[config.mk]
export PLATFORM = sky130hd
export DESIGN_NAME = uart_tx_frame_ctrl
export DESIGN_NICKNAME = d
export VERILOG_FILES = /design/src/rtl/uart_pkg.sv /design/src/rtl/uart_tx_bit_timer.sv /design/src/rtl/uart_tx_frame_ctrl.sv
export SDC_FILE = /design/constraint.sdc
export NUM_CORES = 1
export LEC_CHECK = 0
export BUFFER_PORTS_ARGS = -buffer_cell sky130_fd_sc_hd__buf_2
export CAP_MARGIN = 20
export CORE_MARGIN = 10
export CORE_UTILIZATION = 49
export DETAILED_ROUTE_END_ITERATION = 8
export HOLD_SLACK_MARGIN = 0.06
export PLACE_DENSITY = 0.71
export SLEW_MARGIN = 20
export SYNTH_ARGS = -nofsm -noshare
export SYNTH_HDL_FRONTEND = slang
export SYNTH_SLANG_ARGS = --single-unit
[constraint.sdc]
create_clock -name CLK -period 3.45 [get_ports CLK]
set_input_delay 0.1725 -clock CLK [delete_from_list [all_inputs] [get_ports CLK]]
set_output_delay 0.1725 -clock CLK [all_outputs]
set_load 0.02 [all_outputs]
[src/rtl/uart_pkg.sv]
// Shared UART definitions used by both the TX and RX paths.
// Optional build macro: UART_TX_TWO_STOP_EN selects two stop bits on TX.
package uart_pkg;

    localparam int unsigned PRESCALE_W = 6;

    localparam logic LINE_IDLE = 1'b1;
    localparam logic START_BIT = 1'b0;

`ifdef UART_TX_TWO_STOP_EN
    localparam int unsigned STOP_BITS = 2;
`else
    localparam int unsigned STOP_BITS = 1;
`endif

    typedef enum logic [2:0] {
        IDLE   = 3'd0,
        START  = 3'd1,
        DATA   = 3'd2,
        PARITY = 3'd3,
        STOP   = 3'd4
    } uart_state_e;

    // Per-frame line configuration captured when a word is accepted
    typedef struct packed {
        logic                  par_en;
        logic                  par_typ;
        logic [PRESCALE_W-1:0] prescale;
    } uart_cfg_t;

    // A prescale of zero behaves as one cycle per bit
    function automatic logic [PRESCALE_W-1:0] prescale_eff(input logic [PRESCALE_W-1:0] p);
        return (p == '0) ? PRESCALE_W'(1) : p;
    endfunction

endpackage

[src/rtl/uart_tx_bit_timer.sv]
// Edge counter (cycles within a bit) and bit counter for the UART transmitter.
// Optional build macro: none used here (UART_TX_TWO_STOP_EN is handled by the top).
module uart_tx_bit_timer
    import uart_pkg::*;
#(
    parameter int unsigned CNT_W = 3
) (
    input  logic                  CLK,
    input  logic                  RST,
    input  logic                  enable,
    input  logic                  clear,
    input  logic [PRESCALE_W-1:0] prescale,
    output logic                  bit_done,
    output logic [CNT_W-1:0]      bit_cnt
);

    logic [PRESCALE_W-1:0] edge_cnt;

    // Last cycle of the current bit
    assign bit_done = enable && (edge_cnt == (prescale - PRESCALE_W'(1)));

    // Edge counter wraps at each bit boundary; bit counter advances once per bit
    always_ff @(posedge CLK or posedge RST) begin
        if (RST) begin
            edge_cnt <= '0;
            bit_cnt  <= '0;
        end else if (clear) begin
            edge_cnt <= '0;
            bit_cnt  <= '0;
        end else if (bit_done) begin
            edge_cnt <= '0;
            bit_cnt  <= bit_cnt + CNT_W'(1);
        end else if (enable) begin
            edge_cnt <= edge_cnt + PRESCALE_W'(1);
        end
    end

endmodule

[src/rtl/uart_tx_frame_ctrl.sv]
// UART transmit frame controller: start, LSB-first data, optional parity, stop.
// Optional build macro: UART_TX_TWO_STOP_EN (two stop bits per frame).
module uart_tx_frame_ctrl
    import uart_pkg::*;
#(
    parameter int unsigned DATA_WIDTH = 8
) (
    input  logic                  CLK,
    input  logic                  RST,
    input  logic [DATA_WIDTH-1:0] P_DATA,
    input  logic                  DATA_VALID,
    input  logic                  PAR_EN,
    input  logic                  PAR_TYP,
    input  logic [PRESCALE_W-1:0] prescale,
    output logic                  TX_OUT,
    output logic                  busy,
    output logic                  data_accept
);

    localparam int unsigned CNT_W = (DATA_WIDTH > 1) ? $clog2(DATA_WIDTH) : 1;

    uart_state_e             state_q, state_d;
    logic [DATA_WIDTH-1:0]   data_q;
    uart_cfg_t               cfg_q;
    logic                    tx_d;
    logic                    bit_done;
    logic [CNT_W-1:0]        bit_cnt;
    logic [CNT_W-1:0]        idx_d;
    logic                    stop_last_c;
    logic                    accept_c;
    logic                    par_bit_c;
    logic                    timer_en;
    logic                    timer_clr;

    // Bit timing for the frame in flight
    uart_tx_bit_timer #(
        .CNT_W (CNT_W)
    ) u_bit_timer (
        .CLK      (CLK),
        .RST      (RST),
        .enable   (timer_en),
        .clear    (timer_clr),
        .prescale (cfg_q.prescale),
        .bit_done (bit_done),
        .bit_cnt  (bit_cnt)
    );

    assign timer_en    = (state_q != IDLE);
    assign timer_clr   = (state_d != state_q);
    assign stop_last_c = (state_q == STOP) && bit_done && (bit_cnt == CNT_W'(STOP_BITS - 1));
    assign accept_c    = DATA_VALID && ((state_q == IDLE) || stop_last_c);
    assign data_accept = accept_c && !RST;
    assign par_bit_c   = (^data_q) ^ cfg_q.par_typ;

    // Next state and next line level; TX_OUT is registered so it tracks state_d
    always_comb begin
        state_d = state_q;
        tx_d    = LINE_IDLE;
        idx_d   = '0;

        case (state_q)
            IDLE:    if (accept_c) state_d = START;
            START:   if (bit_done) state_d = DATA;
            DATA: begin
                if (bit_done && (bit_cnt == CNT_W'(DATA_WIDTH - 1))) begin
                    state_d = cfg_q.par_en ? PARITY : STOP;
                end
            end
            PARITY:  if (bit_done) state_d = STOP;
            STOP:    if (stop_last_c) state_d = accept_c ? START : IDLE;
            default: state_d = IDLE;
        endcase

        // Data bit shown in the coming cycle
        if (state_q == DATA) begin
            idx_d = bit_done ? (bit_cnt + CNT_W'(1)) : bit_cnt;
        end

        case (state_d)
            START:   tx_d = START_BIT;
            DATA:    tx_d = data_q[idx_d];
            PARITY:  tx_d = par_bit_c;
            default: tx_d = LINE_IDLE;
        endcase
    end

    // State, line and busy registers
    always_ff @(posedge CLK or posedge RST) begin
        if (RST) begin
            state_q <= IDLE;
            TX_OUT  <= LINE_IDLE;
            busy    <= 1'b0;
        end else begin
            state_q <= state_d;
            TX_OUT  <= tx_d;
            busy    <= (state_d != IDLE);
        end
    end

    // Per-frame capture of the word and line settings
    always_ff @(posedge CLK or posedge RST) begin
        if (RST) begin
            data_q <= '0;
            cfg_q  <= '0;
        end else if (accept_c) begin
            data_q         <= P_DATA;
            cfg_q.par_en   <= PAR_EN;
            cfg_q.par_typ  <= PAR_TYP;
            cfg_q.prescale <= prescale_eff(prescale);
        end
    end

endmodule

==> out/qor.csv, run 1 <==
metric,value,unit
cp_slowest_cell,dfrtp_1,
timing.fmax,0.332,GHz
tightest_slew,0.625,ns
outcome,completed,
fin_crit_sh,87.3,%
cts_resized,0,
cp_top_family,compound AO/OA/AOI/OAI gates,
cts.htree.levels,2,
arrival,2.84,ns
post-route-util,56.7,%
drtAntennaViolNets,0,
endpoint_kind,output pin,
cp.buffers_inverters,3,
finalHoldViolCount,0,
slew_viol_final,0,
die_w,81.1,um
syn_nets,192,
path_max_fanout,19,
synth_area,1830,um^2
hold_class,in -> reg,
synth-async-reset-ratio,100,%
p_per_area,933,nW/um^2
cts_sinks,30,
antennaDiodeCount,0,
nFillCells,324,
setup_violations,0,
vias,1294,
dieArea,6570,um^2
netlist.area_leader.share,39.7,%
drc,0,
avgSynthCellArea,10.9,um^2
path_class,reg -> out,
ys.flop_type,dfrtp_1,
synth_area_leaders,"dfrtp_1 (40%), mux2_2 (8.6%), xnor2_1 (7.2%)",
synth_cell_types,43,
die_h,81.1,um
ys_seq_area_share,41.1,%
cts_root_buf,clkbuf_8,
critPathLaunch,cfg_q[0]$_DFFE_PP0P_,
first_global_vias,1309,
nNetsFinal,216,
finalSetupTns,0,ns
irDropWorstVdd,0.463,mV
cts_buffer_depth,2,
grt_use_total,11.4,%
clk_latency,0.28,ns
cpPeakStageDelay,0.46,ns
drtIter0Drc,88,
cts_buffers,5,
leakage,0.896,nW
finClkSkew,0.00330,ns
wl_per_cell,14.6,um
synthToLayoutAreaGrowth,12.7,%
drt-total-wl,3.52,mm
cap_violations,0,
avgViaCountPerCell,5.37,
grt_pass1_wl,5.95,mm
cp.required,3.28,ns
rsz0062_at_grt,false,
grt_antenna_before_repair,0,
ys_seq_elements,30,
period_minus_slack,3.01,ns
netlist_instances,168,
crit_path_start_kind,register,
timing.rr.start,cfg_q[0]$_DFFE_PP0P_,
hold_slack,0.0985,ns
cts_tree,done,
start_util,50.3,%
hpwlAfterDp,2.76,mm
cp_cell_sequence,inv_1 > ha_1 > o21ba_1 > a221oi_2 > a41oi_1 > nand3b_1 > o22a_1 > buf_4 > nor2_1 > buf_2,
cts.reportedPaths.clkPinSlew,0.06,ns
slew_headroom,58.3,%
worstHoldStart,P_DATA[7],
row_count,22,
core_area,3630,um^2
synth_warnings,0,
cts_hold_buffers,1,
grt-ovfl-total,0,
synth_edf_count,0,
port_buffers,21,
synth_top_cell_by_area,dfrtp_1,
gp_congestion,0.842,
grt_max_degree,31,
drive_gt1_share,28.5,%
boundaryPins,22,
post_cts.repair.setup_buffers,0,
dr.pass1.iters,4,
-- registers in the layout (all words and copies together) (netlist names) --
signal                cells
state_q                   3
data_q                    8
cfg_q                     8
u_bit_timer.edge_cnt      6
u_bit_timer.bit_cnt       3
busy                      1
TX_OUT                    1
-- worst register-to-register path: stages, from the launching register on --
cell      delay, ns
dfrtp_1        0.46
inv_1          0.10
ha_1           0.27
o21ba_1        0.22
a221oi_2       0.27
a41oi_1        0.07
and4bb_1       0.60
mux4_1         0.37
o311a_1        0.12
o311a_1        0.28
o32ai_1        0.13
-- where the power goes --
group	total (mW)	internal (mW)	switching (mW)
sequential	0.698	0.510	0.187
combinational	0.933	0.498	0.435
clock	0.291	0.161	0.130
-- cell usage after synthesis (3+ instances only) --
cell and number:
dfrtp_1 29, nor2_1 15, xnor2_1 15, mux2_2 14
nand2_1 10, inv_1 9, a21oi_1 7, ha_1 5
nand3_1 5, buf_2 4, mux2i_1 4, mux2_1 3
nand3b_1 3, nor3_1 3, nor3_2 3, o311a_1 3
xor2_1 3
-- final timing paths --
kind | endpoint | slack [ns] | cells past startpoint
worst max-delay path | data_accept | 0.44 | 10
worst min-delay path | data_q[7]$_DFFE_PP0P_ | 0.1 | 2
worst max register to register | TX_OUT$_DFF_PP1_ | 0.46 | 10
worst min register to register | cfg_q[5]$_DFFE_PP0P_ | 0.52 | 1
max in group asynchronous | state_q[0]$_DFF_PP0_ | 2.52 | 3
min in group asynchronous | cfg_q[7]$_DFFE_PP0P_ | 0.53 | 3
-- kinds of logic (layout without fill, tap and decap cells) --
logic type / Yosys count / after routing / share of synthesized area (%)
mux: 23 / 23 / 14.9
fa+ha+maj: 5 / 5 / 3.42
xor+xnor: 19 / 19 / 10.1
compound gates: 25 / 25 / 10.5
simple gates: 50 / 50 / 15.5
flops: 30 / 30 / 41.1
buf+inv: 16 / 41 / 4.38
-- cell type report --
| cell class | count | area [um^2] | share of cell area, % |
|---|---|---|---|
| sequential | 30 | 752 | 36.5 |
| clock buffer | 7 | 86.3 | 4.19 |
| timing repair buffer | 23 | 123 | 5.95 |
| tap | 48 | 60.1 | 2.92 |
| inverter | 10 | 37.5 | 1.82 |
| clock inverter | 1 | 5.00 | 0.243 |
| multi-input combinational | 122 | 996 | 48.4 |
-- layer usage --
metal	wire (um)	share of wire [%]	global-route usage, %	up-vias
met5	0	0	0	-
met4	65	1.8	4.67	0
met3	194	5.5	3.42	9
met2	1710	49	18.2	31
met1	1550	44	14.1	619
li1	-	-	-	635
-- per-stage QoR --
| stage | instances | area, um^2 | setup WS (ns) | power, mW |
|---|---|---|---|---|
| after floorplan | 168 | 1830 | 0.923 | 1.46 |
| after global placement | 232 | 1960 | 0.605 | 1.60 |
| after detailed placement | 232 | 1960 | 0.474 | 1.64 |
| after CTS | 241 | 2060 | 0.422 | 1.94 |
| after global routing | 241 | 2060 | 0.209 | 2.07 |
| final | 241 | 2060 | 0.438 | 1.92 |
-- cells in the final DEF (no fill, tap or decap), drive strengths merged, types with 2 or more instances in the layout --
cell	n
nand3b	3
clkbuf	7
o22ai	2
nor3	6
nor2	15
o311a	3
mux2i	4
o21a	2
o21ai	2
nor2b	2
xnor2	16
mux2	18
a21oi	7
nand3	5
nand2	10
dfrtp	29
buf	22
o31ai	2
inv	10
nand2b	2
ha	5
xor2	3
Note: power is estimated with default switching activity, not from simulation.
==> run 2, diff against run 1 <==
PLACE_DENSITY = 0.72   (was 0.71)
==> out/qor.csv, run 2 (synthesis results as in run 1) <==
metric,value,unit
outcome,completed,
top_regs,"cfg_q: 8 flops, data_q: 8 flops, u_bit_timer.edge_cnt: 6 flops",
grt_pass1_wl,6.33,mm
first_global_vias,1352,
cp.required,3.28,ns
synthToLayoutAreaGrowth,13.5,%
port_buffers,21,
irDropWorstVdd,0.530,mV
drtAntennaViolNets,0,
drt-total-wl,3.68,mm
row_count,22,
nNetsFinal,217,
period_minus_slack,3.05,ns
r2r.worst_path.cells,10,
grt_max_degree,20,
antennaDiodeCount,0,
reg2reg_setup_slack,0.40,ns
slew_viol_final,0,
avgViaCountPerCell,5.36,
placed_cell_area,1970,um^2
cts_buffer_depth,2,
whs_endpoint,data_q[7]$_DFFE_PP0P_,
vias,1297,
leakage,0.904,nW
clk_latency,0.28,ns
cp_top_family,compound AO/OA/AOI/OAI gates,
setup_violations,0,
cap_violations,0,
final_area,2070,um^2
timing.rr.start,cfg_q[0]$_DFFE_PP0P_,
cts.reportedPaths.clkPinSlew,0.06,ns
hpwlAfterDp,2.89,mm
dr.pass1.iters,4,
grt-ovfl-total,0,
path_class,reg -> out,
hold_class,in -> reg,
cts_buffers,5,
wl_per_cell,15.2,um
finClkSkew,0.00439,ns
seqCellArea,752,um^2
crit_path_start_kind,register,
multiInputGateArea,996,um^2
cts_tree,done,
post-route-util,57.1,%
gp_congestion,0.844,
cp_cell_sequence,inv_1 > ha_1 > o21ba_1 > a221oi_2 > a41oi_1 > nand3b_1 > o22a_1 > buf_4 > nor2_1 > buf_2,
nFillCells,312,
endpoint_kind,output pin,
grt_use_total,12.4,%
rsz0062_at_grt,false,
fin_crit_sh,88.5,%
boundaryPins,22,
grt_antenna_before_repair,0,
slew_headroom,48.4,%
cts_root_buf,clkbuf_8,
cts_sinks,30,
core_area,3630,um^2
path_max_fanout,19,
die_w,81.1,um
tightest_slew,0.774,ns
cp.buffers_inverters,3,
final_cell_mix,"dfrtp_1 (29), buf_2 (21), nor2_1 (15), xnor2_1 (15), mux2_2 (14)",
layout_commonest_cell,dfrtp_1,
r2r-end,TX_OUT$_DFF_PP1_,
cpPeakStageDelay,0.47,ns
drtIter0Drc,73,
dieArea,6570,um^2
p_per_area,931,nW/um^2
cp_slowest_cell,dfrtp_1,
cts.htree.levels,2,
post_cts.repair.setup_buffers,0,
die_h,81.1,um
drive_gt1_share,28.4,%
finalSetupTns,0,ns
arrival,2.88,ns
finalHoldViolCount,0,
timing.fmax,0.327,GHz
drc,0,
start_util,50.3,%
hold_depth,2,
worstHoldStart,P_DATA[7],
[run 2: changes by cell type in the layout (fill, tap and decap cells not counted), sizes merged]
| cell | delta |
|---|---|
| buf | +1 |
[run 2: timing repair]
item                                   4_1_cts  5_1_grt
endpoints found under the hold margin       17        0
hold buffers                                 1        0
resized for setup                            0        0
[run 2: where the power goes]
group	switching, mW	total, mW	internal, mW
sequential	0.192	0.702	0.510
clock	0.126	0.287	0.161
combinational	0.443	0.943	0.499
[run 2: how the worst max path moves through the flow]
stage                                     from          endpoint  slack, ns  cells past startpoint
after floorplan           cfg_q[0]$_DFFE_PP0P_  TX_OUT$_DFF_PP1_       0.92                     11
after global placement    cfg_q[0]$_DFFE_PP0P_  TX_OUT$_DFF_PP1_       0.60                     10
after detailed placement  cfg_q[0]$_DFFE_PP0P_  TX_OUT$_DFF_PP1_       0.45                     10
after CTS                 cfg_q[0]$_DFFE_PP0P_       data_accept       0.39                     10
after global routing      cfg_q[0]$_DFFE_PP0P_       data_accept       0.18                     10
final                     cfg_q[0]$_DFFE_PP0P_       data_accept       0.40                     10
[run 2: final cells by class]
| class | instances | share of cell area, % |
|---|---|---|
| multi-input combinational | 122 | 48.0 |
| sequential | 30 | 36.2 |
| timing repair buffer | 24 | 6.63 |
| clock buffer | 7 | 4.16 |
| tap | 48 | 2.90 |
| inverter | 10 | 1.81 |
| clock inverter | 1 | 0.241 |
[run 2: worst reg2reg max path: cells and delay by family (launching register included)]
kind / cells / cell delay [ns]
flip-flops: 1 / 0.47
AND/OR/NAND/NOR: 1 / 0.61
multiplexers: 1 / 0.37
adder cells (fa/ha/maj): 1 / 0.27
AO/OA/AOI/OAI: 6 / 1.14
buffers and inverters: 1 / 0.10
[run 2: through the flow]
step | hold WS (ns) | power, mW | instances | setup WS, ns
2_1_floorplan | 0.263 | 1.46 | 168 | 0.923
3_3_place_gp | 0.387 | 1.60 | 232 | 0.603
5_1_grt | 0.107 | 2.09 | 242 | 0.178
6_report | 0.101 | 1.93 | 242 | 0.395
4_1_cts | 0.0929 | 1.95 | 242 | 0.392
3_5_place_dp | 0.351 | 1.65 | 233 | 0.445
[run 2: routing by layer]
metal / global-route usage (%) / routed length [um]
met3: 3.42 / 196
met2: 19.4 / 1740
met4: 6.57 / 87
met5: 0 / 0
met1: 15.2 / 1660
==> run 3, diff against run 2 <==
CELL_PAD_IN_SITES_DETAIL_PLACEMENT = 0   (was not set)
CELL_PAD_IN_SITES_GLOBAL_PLACEMENT = 1   (was not set)
CORE_UTILIZATION = 45   (was 49)
PLACE_DENSITY = 0.81   (was 0.72)
==> out/qor.csv, run 3 (synthesis results as in run 1) <==
metric,value,unit
nNetsFinal,216,
route.met2.wl,1.87,mm
drtIter0Drc,80,
slew_headroom,37.0,%
antennaDiodeCount,0,
drc,0,
power,1.99,mW
post_cts.repair.setup_buffers,0,
cpPeakStageDelay,0.47,ns
cts_root_buf,clkbuf_8,
core_area,3970,um^2
p_clk_share,17.9,%
wl_per_cell,15.4,um
top_layer_used,met4,
grt-ovfl-total,0,
path_max_fanout,19,
cp_top_family,compound AO/OA/AOI/OAI gates,
cts.htree.levels,2,
irDropWorstVdd,0.480,mV
p_per_area,958,nW/um^2
cap_violations,0,
p_comb_share,46.9,%
drt-total-wl,3.75,mm
power_frac_seq,35.2,%
grt_pass1_wl,6.43,mm
fin_crit_sh,88.2,%
dieArea,7010,um^2
p_int,1.22,mW
dr.pass1.iters,4,
rsz0062_at_grt,false,
timing.fmax,0.329,GHz
leakage,0.899,nW
nFillCells,376,
tightest_slew,0.944,ns
crit_path_start_kind,register,
cts_tree,done,
hold_class,in -> async,
hold_slack,0.0985,ns
die_w,83.7,um
top_regs,"cfg_q: 8 flops, data_q: 8 flops, u_bit_timer.edge_cnt: 6 flops",
hpwlAfterDp,2.84,mm
power_switching,0.772,mW
cts_buffers,5,
arrival,2.87,ns
period_minus_slack,3.04,ns
drtAntennaViolNets,0,
first_global_vias,1383,
endpoint_kind,output pin,
wl_met3,124,um
grt_max_degree,25,
final_cell_mix,"dfrtp_1 (29), buf_2 (21), nor2_1 (15), xnor2_1 (15), mux2_2 (14)",
cp.required,3.28,ns
cts_buffer_depth,2,
row_count,23,
cts_hold_buffers,0,
wl_met1,1.67,mm
vias,1297,
cts_sinks,30,
boundaryPins,22,
layout_commonest_cell,dfrtp_1,
finalHoldViolCount,0,
cts_resized,0,
slew_viol_final,0,
finalSetupTns,0,ns
clk_latency,0.29,ns
outcome,completed,
cp_cell_sequence,inv_1 > ha_1 > o21ba_1 > a221oi_2 > a41oi_1 > nand3b_1 > o22a_1 > buf_4 > nor2_1 > buf_2,
cp_slowest_cell,dfrtp_1,
drive_gt1_share,29.0,%
switching_share,38.7,%
synthToLayoutAreaGrowth,13.9,%
cp.buffers_inverters,3,
gp_congestion,0.833,
cts.reportedPaths.clkPinSlew,0.07,ns
grt_antenna_before_repair,0,
avgViaCountPerCell,5.34,
finClkSkew,0.00566,ns
port_buffers,21,
path_class,reg -> out,
grt_use_total,11.2,%
setup_violations,0,
die_h,83.7,um
reg2reg_setup_slack,0.45,ns
start_util,46.0,%
[run 3: changes by cell type in the layout (fill, tap and decap cells not counted)]
cell	delta
dlygate4sd3_1	-1
buf_8	-1
clkinv_2	-1
buf_4	+1
clkinvlp_4	+2
clkbuf_1	-1
bufinv_16	+1
clkbuf_8	-1
[run 3: final cells by class]
type,count,area (um^2),share of cell area (%)
well taps,50,62.6,3.00
multi-input cells,122,996,47.8
clock buffers,5,68.8,3.31
clock inverters,3,45.0,2.16
flip-flops and latches,30,752,36.1
repair buffers,23,120,5.77
inverters,10,37.5,1.80
[run 3: final timing paths]
path / endpoint / startpoint / depth (start not counted)
min reg2reg: cfg_q[5]$_DFFE_PP0P_ / cfg_q[5]$_DFFE_PP0P_ / 1
max reg2reg: busy$_DFF_PP0_ / cfg_q[0]$_DFFE_PP0P_ / 11
min: cfg_q[2]$_DFFE_PP0P_ / RST / 2
min in group CLK: cfg_q[7]$_DFFE_PP0P_ / PAR_EN / 2
max in group asynchronous: TX_OUT$_DFF_PP1_ / RST / 3
max: data_accept / cfg_q[0]$_DFFE_PP0P_ / 10
[run 3: power by group through the flow]
stage / logic [mW] / registers, mW / clock network, mW
after floorplan: 0.802 / 0.662 / 0
after global placement: 0.909 / 0.694 / 0
after detailed placement: 0.941 / 0.705 / 0
after CTS: 0.951 / 0.700 / 0.368
after global routing: 1.05 / 0.727 / 0.387
final: 0.936 / 0.701 / 0.357
[run 3: per-stage QoR]
| stage | setup WS [ns] | area [um^2] | cells | util [%] |
|---|---|---|---|---|
| 6_report | 0.408 | 2080 | 243 | 52.4 |
| 5_1_grt | 0.212 | 2080 | 243 | 52.4 |
| 4_1_cts | 0.394 | 2080 | 243 | 52.4 |
| 3_5_place_dp | 0.460 | 1970 | 235 | 49.6 |
| 3_3_place_gp | 0.591 | 1970 | 235 | 49.6 |
| 2_1_floorplan | 0.923 | 1830 | 168 | - |
[run 3: per-layer routing]
layer  vias up  global-route usage [%]
li1        639                       -
met1       627                    12.8
met2        22                    17.8
met3         9                    3.71
met4         0                    6.09
met5         -                       0
[run 3: worst reg2reg max path, delay by kind of cell (launching register included)]
| family | cells | cell delay [ns] |
|---|---|---|
| AO/OA/AOI/OAI | 4 | 0.75 |
| XOR/XNOR | 1 | 0.23 |
| adder cells (fa/ha/maj) | 1 | 0.27 |
| buffers and inverters | 3 | 0.42 |
| flip-flops | 1 | 0.47 |
| AND/OR/NAND/NOR | 2 | 0.75 |
